==> src/rtl/apb_pkg.sv <==
// Shared APB definitions: arbiter FSM states and default bus widths.
package apb_pkg;

   localparam int APB_ADDR_W = 32;
   localparam int APB_DATA_W = 32;

   typedef enum logic [1:0] {
      IDLE   = 2'd0,
      SETUP  = 2'd1,
      ACCESS = 2'd2
   } arb_state_t;

endpackage

==> src/rtl/apb_master_arb_if.sv <==
// Requester-side and APB-side signals of the shared APB master.
// The master modport is the arbiter's view; slave is the environment's view.
interface apb_master_arb_if
   import apb_pkg::*;
#(
   parameter int NUM_REQ = 4,
   parameter int ADDR_W  = APB_ADDR_W,
   parameter int DATA_W  = APB_DATA_W
) ();

   logic [NUM_REQ-1:0]        req_valid;
   logic [NUM_REQ-1:0]        req_write;
   logic [NUM_REQ*ADDR_W-1:0] req_addr;
   logic [NUM_REQ*DATA_W-1:0] req_wdata;
   logic [NUM_REQ-1:0]        rsp_done;
   logic [DATA_W-1:0]         rsp_rdata;
   logic                      rsp_err;

   logic [ADDR_W-1:0]         paddr;
   logic                      psel;
   logic                      penable;
   logic                      pwrite;
   logic [DATA_W-1:0]         pwdata;
   logic [DATA_W-1:0]         prdata;
   logic                      pready;
   logic                      pslverr;

   modport master (
      input  req_valid, req_write, req_addr, req_wdata,
      output rsp_done, rsp_rdata, rsp_err,
      output paddr, psel, penable, pwrite, pwdata,
      input  prdata, pready, pslverr
   );

   modport slave (
      output req_valid, req_write, req_addr, req_wdata,
      input  rsp_done, rsp_rdata, rsp_err,
      input  paddr, psel, penable, pwrite, pwdata,
      output prdata, pready, pslverr
   );

endinterface

==> src/rtl/rr_arbiter.sv <==
// Combinational round-robin pick: first requester above last_i, wrapping.
// Produces a one-hot grant, its index, and whether anything was picked.
module rr_arbiter #(
   parameter int N     = 4,
   parameter int IDX_W = 2
) (
   input  logic [N-1:0]     req_i,
   input  logic [IDX_W-1:0] last_i,
   output logic [N-1:0]     gnt_o,
   output logic [IDX_W-1:0] idx_o,
   output logic             any_o
);

   always_comb begin
      int               c;
      logic [IDX_W-1:0] ci;
      gnt_o = '0;
      idx_o = '0;
      any_o = 1'b0;
      c     = 0;
      ci    = '0;
      for (int k = 1; k <= N; k++) begin
         c = int'(last_i) + k;
         if (c >= N) c = c - N;
         ci = IDX_W'(c);
         if (!any_o && req_i[ci]) begin
            any_o     = 1'b1;
            gnt_o[ci] = 1'b1;
            idx_o     = ci;
         end
      end
   end

endmodule

==> src/rtl/apb_master_arb.sv <==
// Round-robin APB master sharing one bus between NUM_REQ requesters,
// with SETUP/ACCESS sequencing and a pready timeout.
//
//   state  | meaning
//   IDLE   | arbitrate; rsp_done pulses here in the first cycle after completion
//   SETUP  | psel=1, penable=0, one cycle
//   ACCESS | psel=1, penable=1, wait for pready or timeout
module apb_master_arb
   import apb_pkg::*;
#(
   parameter int NUM_REQ = 4,
   parameter int ADDR_W  = APB_ADDR_W,
   parameter int DATA_W  = APB_DATA_W,
   parameter int TIMEOUT = 16
) (
   input logic               pclk,
   input logic               rst,
   apb_master_arb_if.master  bus
);

   localparam int IDX_W = (NUM_REQ > 1) ? $clog2(NUM_REQ) : 1;
   localparam int CNT_W = $clog2(TIMEOUT) + 1;

   arb_state_t          state_q;
   logic [NUM_REQ-1:0]  gnt_q;
   logic [IDX_W-1:0]    id_q;
   logic [IDX_W-1:0]    rr_last_q;
   logic [CNT_W-1:0]    cnt_q;
   logic                psel_q;
   logic                penable_q;
   logic                pwrite_q;
   logic [ADDR_W-1:0]   paddr_q;
   logic [DATA_W-1:0]   pwdata_q;
   logic [NUM_REQ-1:0]  rsp_done_q;
   logic [DATA_W-1:0]   rsp_rdata_q;
   logic                rsp_err_q;

   logic [NUM_REQ-1:0]  elig_d;
   logic [NUM_REQ-1:0]  gnt_d;
   logic [IDX_W-1:0]    win_d;
   logic                any_d;

   // A requester whose response is pulsing this cycle has not yet dropped its request.
   assign elig_d = bus.req_valid & ~rsp_done_q;

   rr_arbiter #(.N(NUM_REQ), .IDX_W(IDX_W)) u_rr_arbiter (
      .req_i  (elig_d),
      .last_i (rr_last_q),
      .gnt_o  (gnt_d),
      .idx_o  (win_d),
      .any_o  (any_d)
   );

   always_ff @(posedge pclk) begin
      if (rst) begin
         state_q     <= IDLE;
         gnt_q       <= '0;
         id_q        <= '0;
         rr_last_q   <= IDX_W'(NUM_REQ - 1);
         cnt_q       <= '0;
         psel_q      <= 1'b0;
         penable_q   <= 1'b0;
         pwrite_q    <= 1'b0;
         paddr_q     <= '0;
         pwdata_q    <= '0;
         rsp_done_q  <= '0;
         rsp_rdata_q <= '0;
         rsp_err_q   <= 1'b0;
      end else begin
         case (state_q)
            IDLE: begin
               rsp_done_q <= '0;
               if (any_d) begin
                  gnt_q     <= gnt_d;
                  id_q      <= win_d;
                  pwrite_q  <= bus.req_write[win_d];
                  paddr_q   <= bus.req_addr[int'(win_d)*ADDR_W +: ADDR_W];
                  pwdata_q  <= bus.req_wdata[int'(win_d)*DATA_W +: DATA_W];
                  psel_q    <= 1'b1;
                  penable_q <= 1'b0;
                  state_q   <= SETUP;
               end
            end
            SETUP: begin
               penable_q <= 1'b1;
               state_q   <= ACCESS;
            end
            ACCESS: begin
               if (bus.pready || cnt_q == CNT_W'(TIMEOUT - 1)) begin
                  psel_q     <= 1'b0;
                  penable_q  <= 1'b0;
                  rsp_done_q <= gnt_q;
                  rr_last_q  <= id_q;
                  cnt_q      <= '0;
                  state_q    <= IDLE;
                  if (bus.pready) begin
                     rsp_err_q   <= bus.pslverr;
                     rsp_rdata_q <= pwrite_q ? '0 : bus.prdata;
                  end else begin
                     rsp_err_q   <= 1'b1;
                     rsp_rdata_q <= '0;
                  end
               end else begin
                  cnt_q <= cnt_q + CNT_W'(1);
               end
            end
            default: state_q <= IDLE;
         endcase
      end
   end

   assign bus.psel      = psel_q;
   assign bus.penable   = penable_q;
   assign bus.pwrite    = pwrite_q;
   assign bus.paddr     = paddr_q;
   assign bus.pwdata    = pwdata_q;
   assign bus.rsp_done  = rsp_done_q;
   assign bus.rsp_rdata = rsp_rdata_q;
   assign bus.rsp_err   = rsp_err_q;

endmodule

==> src/flat_wrapper.sv <==
// flat-port wrapper written by rule: the top's interface ports become plain ports
module apb_master_arb_flat import apb_pkg::*;
#(
   parameter int NUM_REQ = 4,
   parameter int ADDR_W  = APB_ADDR_W,
   parameter int DATA_W  = APB_DATA_W,
   parameter int TIMEOUT = 16
)
  (pclk, rst, bus_req_valid, bus_req_write, bus_req_addr, bus_req_wdata, bus_rsp_done, bus_rsp_rdata, bus_rsp_err, bus_paddr, bus_psel, bus_penable, bus_pwrite, bus_pwdata, bus_prdata, bus_pready, bus_pslverr);
  apb_master_arb_if #(.NUM_REQ(NUM_REQ), .ADDR_W(ADDR_W), .DATA_W(DATA_W)) bus_i ();
  input logic pclk;
  input logic rst;
  input wire logic [$bits(bus_i.req_valid)-1:0] bus_req_valid;
  input wire logic [$bits(bus_i.req_write)-1:0] bus_req_write;
  input wire logic [$bits(bus_i.req_addr)-1:0] bus_req_addr;
  input wire logic [$bits(bus_i.req_wdata)-1:0] bus_req_wdata;
  output wire logic [$bits(bus_i.rsp_done)-1:0] bus_rsp_done;
  output wire logic [$bits(bus_i.rsp_rdata)-1:0] bus_rsp_rdata;
  output wire logic [$bits(bus_i.rsp_err)-1:0] bus_rsp_err;
  output wire logic [$bits(bus_i.paddr)-1:0] bus_paddr;
  output wire logic [$bits(bus_i.psel)-1:0] bus_psel;
  output wire logic [$bits(bus_i.penable)-1:0] bus_penable;
  output wire logic [$bits(bus_i.pwrite)-1:0] bus_pwrite;
  output wire logic [$bits(bus_i.pwdata)-1:0] bus_pwdata;
  input wire logic [$bits(bus_i.prdata)-1:0] bus_prdata;
  input wire logic [$bits(bus_i.pready)-1:0] bus_pready;
  input wire logic [$bits(bus_i.pslverr)-1:0] bus_pslverr;
  assign bus_i.req_valid = bus_req_valid;
  assign bus_i.req_write = bus_req_write;
  assign bus_i.req_addr = bus_req_addr;
  assign bus_i.req_wdata = bus_req_wdata;
  assign bus_rsp_done = bus_i.rsp_done;
  assign bus_rsp_rdata = bus_i.rsp_rdata;
  assign bus_rsp_err = bus_i.rsp_err;
  assign bus_paddr = bus_i.paddr;
  assign bus_psel = bus_i.psel;
  assign bus_penable = bus_i.penable;
  assign bus_pwrite = bus_i.pwrite;
  assign bus_pwdata = bus_i.pwdata;
  assign bus_i.prdata = bus_prdata;
  assign bus_i.pready = bus_pready;
  assign bus_i.pslverr = bus_pslverr;
  apb_master_arb #(.NUM_REQ(NUM_REQ), .ADDR_W(ADDR_W), .DATA_W(DATA_W), .TIMEOUT(TIMEOUT)) u_core (.pclk(pclk), .rst(rst), .bus(bus_i));
endmodule
==> config.mk <==
export PLATFORM = sky130hd
export DESIGN_NAME = apb_master_arb_flat
export DESIGN_NICKNAME = d
export VERILOG_FILES = /design/src/rtl/apb_pkg.sv /design/src/rtl/apb_master_arb_if.sv /design/src/rtl/rr_arbiter.sv /design/src/rtl/apb_master_arb.sv /design/src/flat_wrapper.sv
export SDC_FILE = /design/constraint.sdc
export NUM_CORES = 1
export LEC_CHECK = 0
export BUFFER_PORTS_ARGS = -buffer_cell sky130_fd_sc_hd__buf_4
export CAP_MARGIN = 15
export CORE_AREA = 2 2 159 161
export CTS_CLUSTER_SIZE = 20
export DETAILED_ROUTE_END_ITERATION = 8
export DIE_AREA = 0 0 161 163
export GPL_TIMING_DRIVEN = 0
export PLACE_DENSITY = 0.72
export SKIP_CTS_REPAIR_TIMING = 1
export SYNTH_ARGS = -nofsm -noshare
export SYNTH_HDL_FRONTEND = slang
export SYNTH_SLANG_ARGS = --single-unit
==> constraint.sdc <==
create_clock -name pclk -period 6.5 [get_ports pclk]
set_clock_uncertainty 0.15 [all_clocks]
set_input_delay 1.3 -clock pclk [delete_from_list [all_inputs] [get_ports pclk]]
set_output_delay 1.3 -clock pclk [all_outputs]
set_load 0.02 [all_outputs]
==> results.toml <==
[outcome]
status = "complete, no violations"

[clock_network]
numCtsBuffers = 17
cts_sinks = 119
insertion_delay_ps = 410
h-tree-depth = 4
clockBufferDepth = 2
cts-root-buf = "sky130_fd_sc_hd__clkbuf_16"
tritoncts = "built"
path_clk_slew_ps = 60

[grt]
grt_antenna_before_repair = 0
first_global_vias = 9262
first_pass_grt_wire_length_um = 51500
grt_start_max_net_pins = 17
gr-usage-all-layers = 0.249
gr-total-overflow = 0

[floorplanning]
initial_cell_density_of_the_core = 0.328
floorplan_die_height_um = 163
dieArea_mm2 = 0.0262
core_rows = 58
die_x_um = 161
core_mm2 = 0.0247
boundaryPins = 404

[worst_setup_path]
worst-r2r-setup-slack_ps = 2350
critPathArrivalTime_ps = 4300
worst-setup-path-type = "reg2reg"
worstSetupStartpoint = "u_core.rr_last_q[0]$_SDFFE_PP1P_"
reg2reg_from = "u_core.rr_last_q[0]$_SDFFE_PP1P_"
reg2regPathDepth = 12
crit_fanout = 13
timing.critical_path.to = "u_core.bus.pwdata[28]$_SDFFE_PP0P_"
critPathLaunchType = "flop"
cp_data_required_time_ps = 6650
crit_path_end_kind = "flop"
regToRegEndpoint = "u_core.bus.pwdata[28]$_SDFFE_PP0P_"

[route]
vias = 9475
finalWirelength_um = 34200
avgViaCountPerCell = 5.54
drtAntennaViolNets = 0
number_of_drc_markers_in_iteration_0 = 816
drt-pass1-iter-count = 5
post-route-drc-count = 0
post_drt_wl_per_cell_um = 20.0

[yosys]
ys_seq_area_frac = 0.294
synth_flop_cell = "sky130_fd_sc_hd__dfxtp_1"
synth_top_family_by_area = "compound AO/OA/AOI/OAI gates"
synth-compound-area-share = 0.297
post_synthesis_instance_area_mm2 = 0.00811
synth_top_area_frac = 0.294
syn-num-nets = 1254
synthCells = 944
synth_top_cells_by_area = "sky130_fd_sc_hd__dfxtp_1 29%, sky130_fd_sc_hd__mux2i_1 9.5%, sky130_fd_sc_hd__mux2_2 6.3%"
postSynth.asyncResetShare = 0
yosys.area_share.simple = 0.143
synth-edff-count = 0
muxShareOfSynthArea = 0.177
ys_seq_elements = 119
synth.distinct_cells = 57
post_synth.cell_area_avg_um2 = 8.59
post_synth_xor_area_fraction = 0.00108
ys.warnings.count = 0
yosys.area_share.adder = 0.0154
library_cell_occupying_the_most_area_in_the_post_synthesis_netlist = "sky130_fd_sc_hd__dfxtp_1"

[power]
p_total_mw = 2.88
power.ir.vdd_worst_v = 0.000153
power.static_leakage_nw = 6.06
p_per_area_mw_per_mm2 = 237

[sta]
setup_viol_count_final = 0
maxSlewHeadroom = 0.322
finalHoldViolCount = 0
finalMaxSlewViolations = 0
final_worst_path_period_share = 0.638
finalHoldWorstSlack_ps = 315
post-route-worst-setup-slack_ps = 2350
setup_tns_ps = 0
rsz0062_at_grt = "false"
timing.fmax_mhz = 241
final.min_clock_period_ps = 4150
tightest_slew_ps = 1010

[finish]
area_growth_syn_to_layout_pct = 50.4
layout.cells.most_common_list = "408 x sky130_fd_sc_hd__buf_4, 135 x sky130_fd_sc_hd__nor2_1, 119 x sky130_fd_sc_hd__dfxtp_1"
drive_gt1_frac = 0.386
ff_latch_area_mm2 = 0.00238
postLayoutCoreUtil = 0.494
multiInputGateArea_mm2 = 0.00514
fillCellCount = 2397
layout.cells.most_common = "sky130_fd_sc_hd__buf_4"
num-nets-final = 1676

[place]
dp_slack_ps = 2290
hpwlAfterDp_um = 26800
gp_congestion = 0.905
port_buffers = 402

[worst_hold_path]
worstHoldPathType = "reg2reg"

[job]
cap_violations = 0
-- layer usage --
metal / share of wire / track usage / routed length (µm) / vias to the layer above
met1: 0.39 / 0.293 / 13500 / 4457
met2: 0.49 / 0.441 / 16900 / 489
met3: 0.083 / 0.0637 / 2850 / 65
li1: - / - / - / 4464
met5: 0 / 0 / 0 / -
met4: 0.028 / 0.0893 / 966 / 0
-- state kept, by name, summed over array words and instances (netlist names) --
signal,cells
u_core.gnt_q,4
u_core.bus.rsp_rdata,32
u_core.bus.rsp_err,1
u_core.bus.paddr,32
u_core.bus.rsp_done,4
u_core.bus.psel,1
u_core.cnt_q,5
u_core.rr_last_q,2
u_core.bus.pwdata,32
u_core.bus.pwrite,1
u_core.id_q,2
u_core.state_q,2
u_core.bus.penable,1
-- worst max-delay path, stage by stage, from the launching register on --
cell	delay [ps]
sky130_fd_sc_hd__dfxtp_1	370
sky130_fd_sc_hd__buf_2	190
sky130_fd_sc_hd__inv_2	190
sky130_fd_sc_hd__clkbuf_1	500
sky130_fd_sc_hd__ha_1	410
sky130_fd_sc_hd__or4b_2	640
sky130_fd_sc_hd__o31ai_1	120
sky130_fd_sc_hd__a311o_1	170
sky130_fd_sc_hd__buf_2	240
sky130_fd_sc_hd__buf_2	380
sky130_fd_sc_hd__mux2i_1	260
sky130_fd_sc_hd__nor2_1	90
sky130_fd_sc_hd__a221o_1	310
-- cell usage after synthesis (all sizes together), types with 28 or more instances --
cell,count
a21oi,32
mux2,55
clkbuf,49
buf,43
a22o,54
nor2,135
mux2i,77
a211o,42
inv,31
dfxtp,119
nand3,36
a221o,28
nor3,49
o21ai,31
-- logic make-up after synthesis --
group | after synthesis
xor gates and xnor gates | 1
DFF | 119
adders and majority gates | 10
AOI/OAI and AO/OA | 299
and+or+nand+nor | 258
buffers and inverters | 123
muxes | 134
-- layout make-up --
class,instances,share of cell area
Tap cell,330,0.0339
Sequential cell,119,0.195
Inverter,31,0.00955
Timing Repair Buffer,403,0.248
Multi-Input combinational cell,702,0.422
Buffer,92,0.0384
Clock buffer,19,0.0372
Clock inverter,13,0.0157
Antenna cell,1,0.000205
-- worst min-delay path by stage --
stage                                       from                                  end  slack [ps]  cells past startpoint
detailed placement  u_core.gnt_q[2]$_SDFFE_PP0P_  u_core.bus.rsp_done[2]$_SDFFE_PP0P_         300                      2
floorplan           u_core.gnt_q[0]$_SDFFE_PP0P_  u_core.bus.rsp_done[0]$_SDFFE_PP0P_         280                      2
CTS                 u_core.gnt_q[1]$_SDFFE_PP0P_  u_core.bus.rsp_done[1]$_SDFFE_PP0P_         310                      2
global placement    u_core.gnt_q[1]$_SDFFE_PP0P_  u_core.bus.rsp_done[1]$_SDFFE_PP0P_         290                      2
global route         u_core.id_q[0]$_SDFFE_PP0P_     u_core.rr_last_q[0]$_SDFFE_PP1P_         340                      1
finish              u_core.gnt_q[1]$_SDFFE_PP0P_  u_core.bus.rsp_done[1]$_SDFFE_PP0P_         310                      2
-- metrics by stage --
stage          instances  cell area (µm²)
5_1_grt             1709            12200
3_5_place_dp        1677            11500
3_3_place_gp        1676            11500
4_1_cts             1709            12200
6_report            1710            12200
2_1_floorplan        944             8110
-- report_power, final --
group	switching [mW]	internal [mW]
clock network	0.382	0.668
logic	0.511	0.453
registers	0.0556	0.812
No activity file was read; power rests on OpenSTA's default activity.
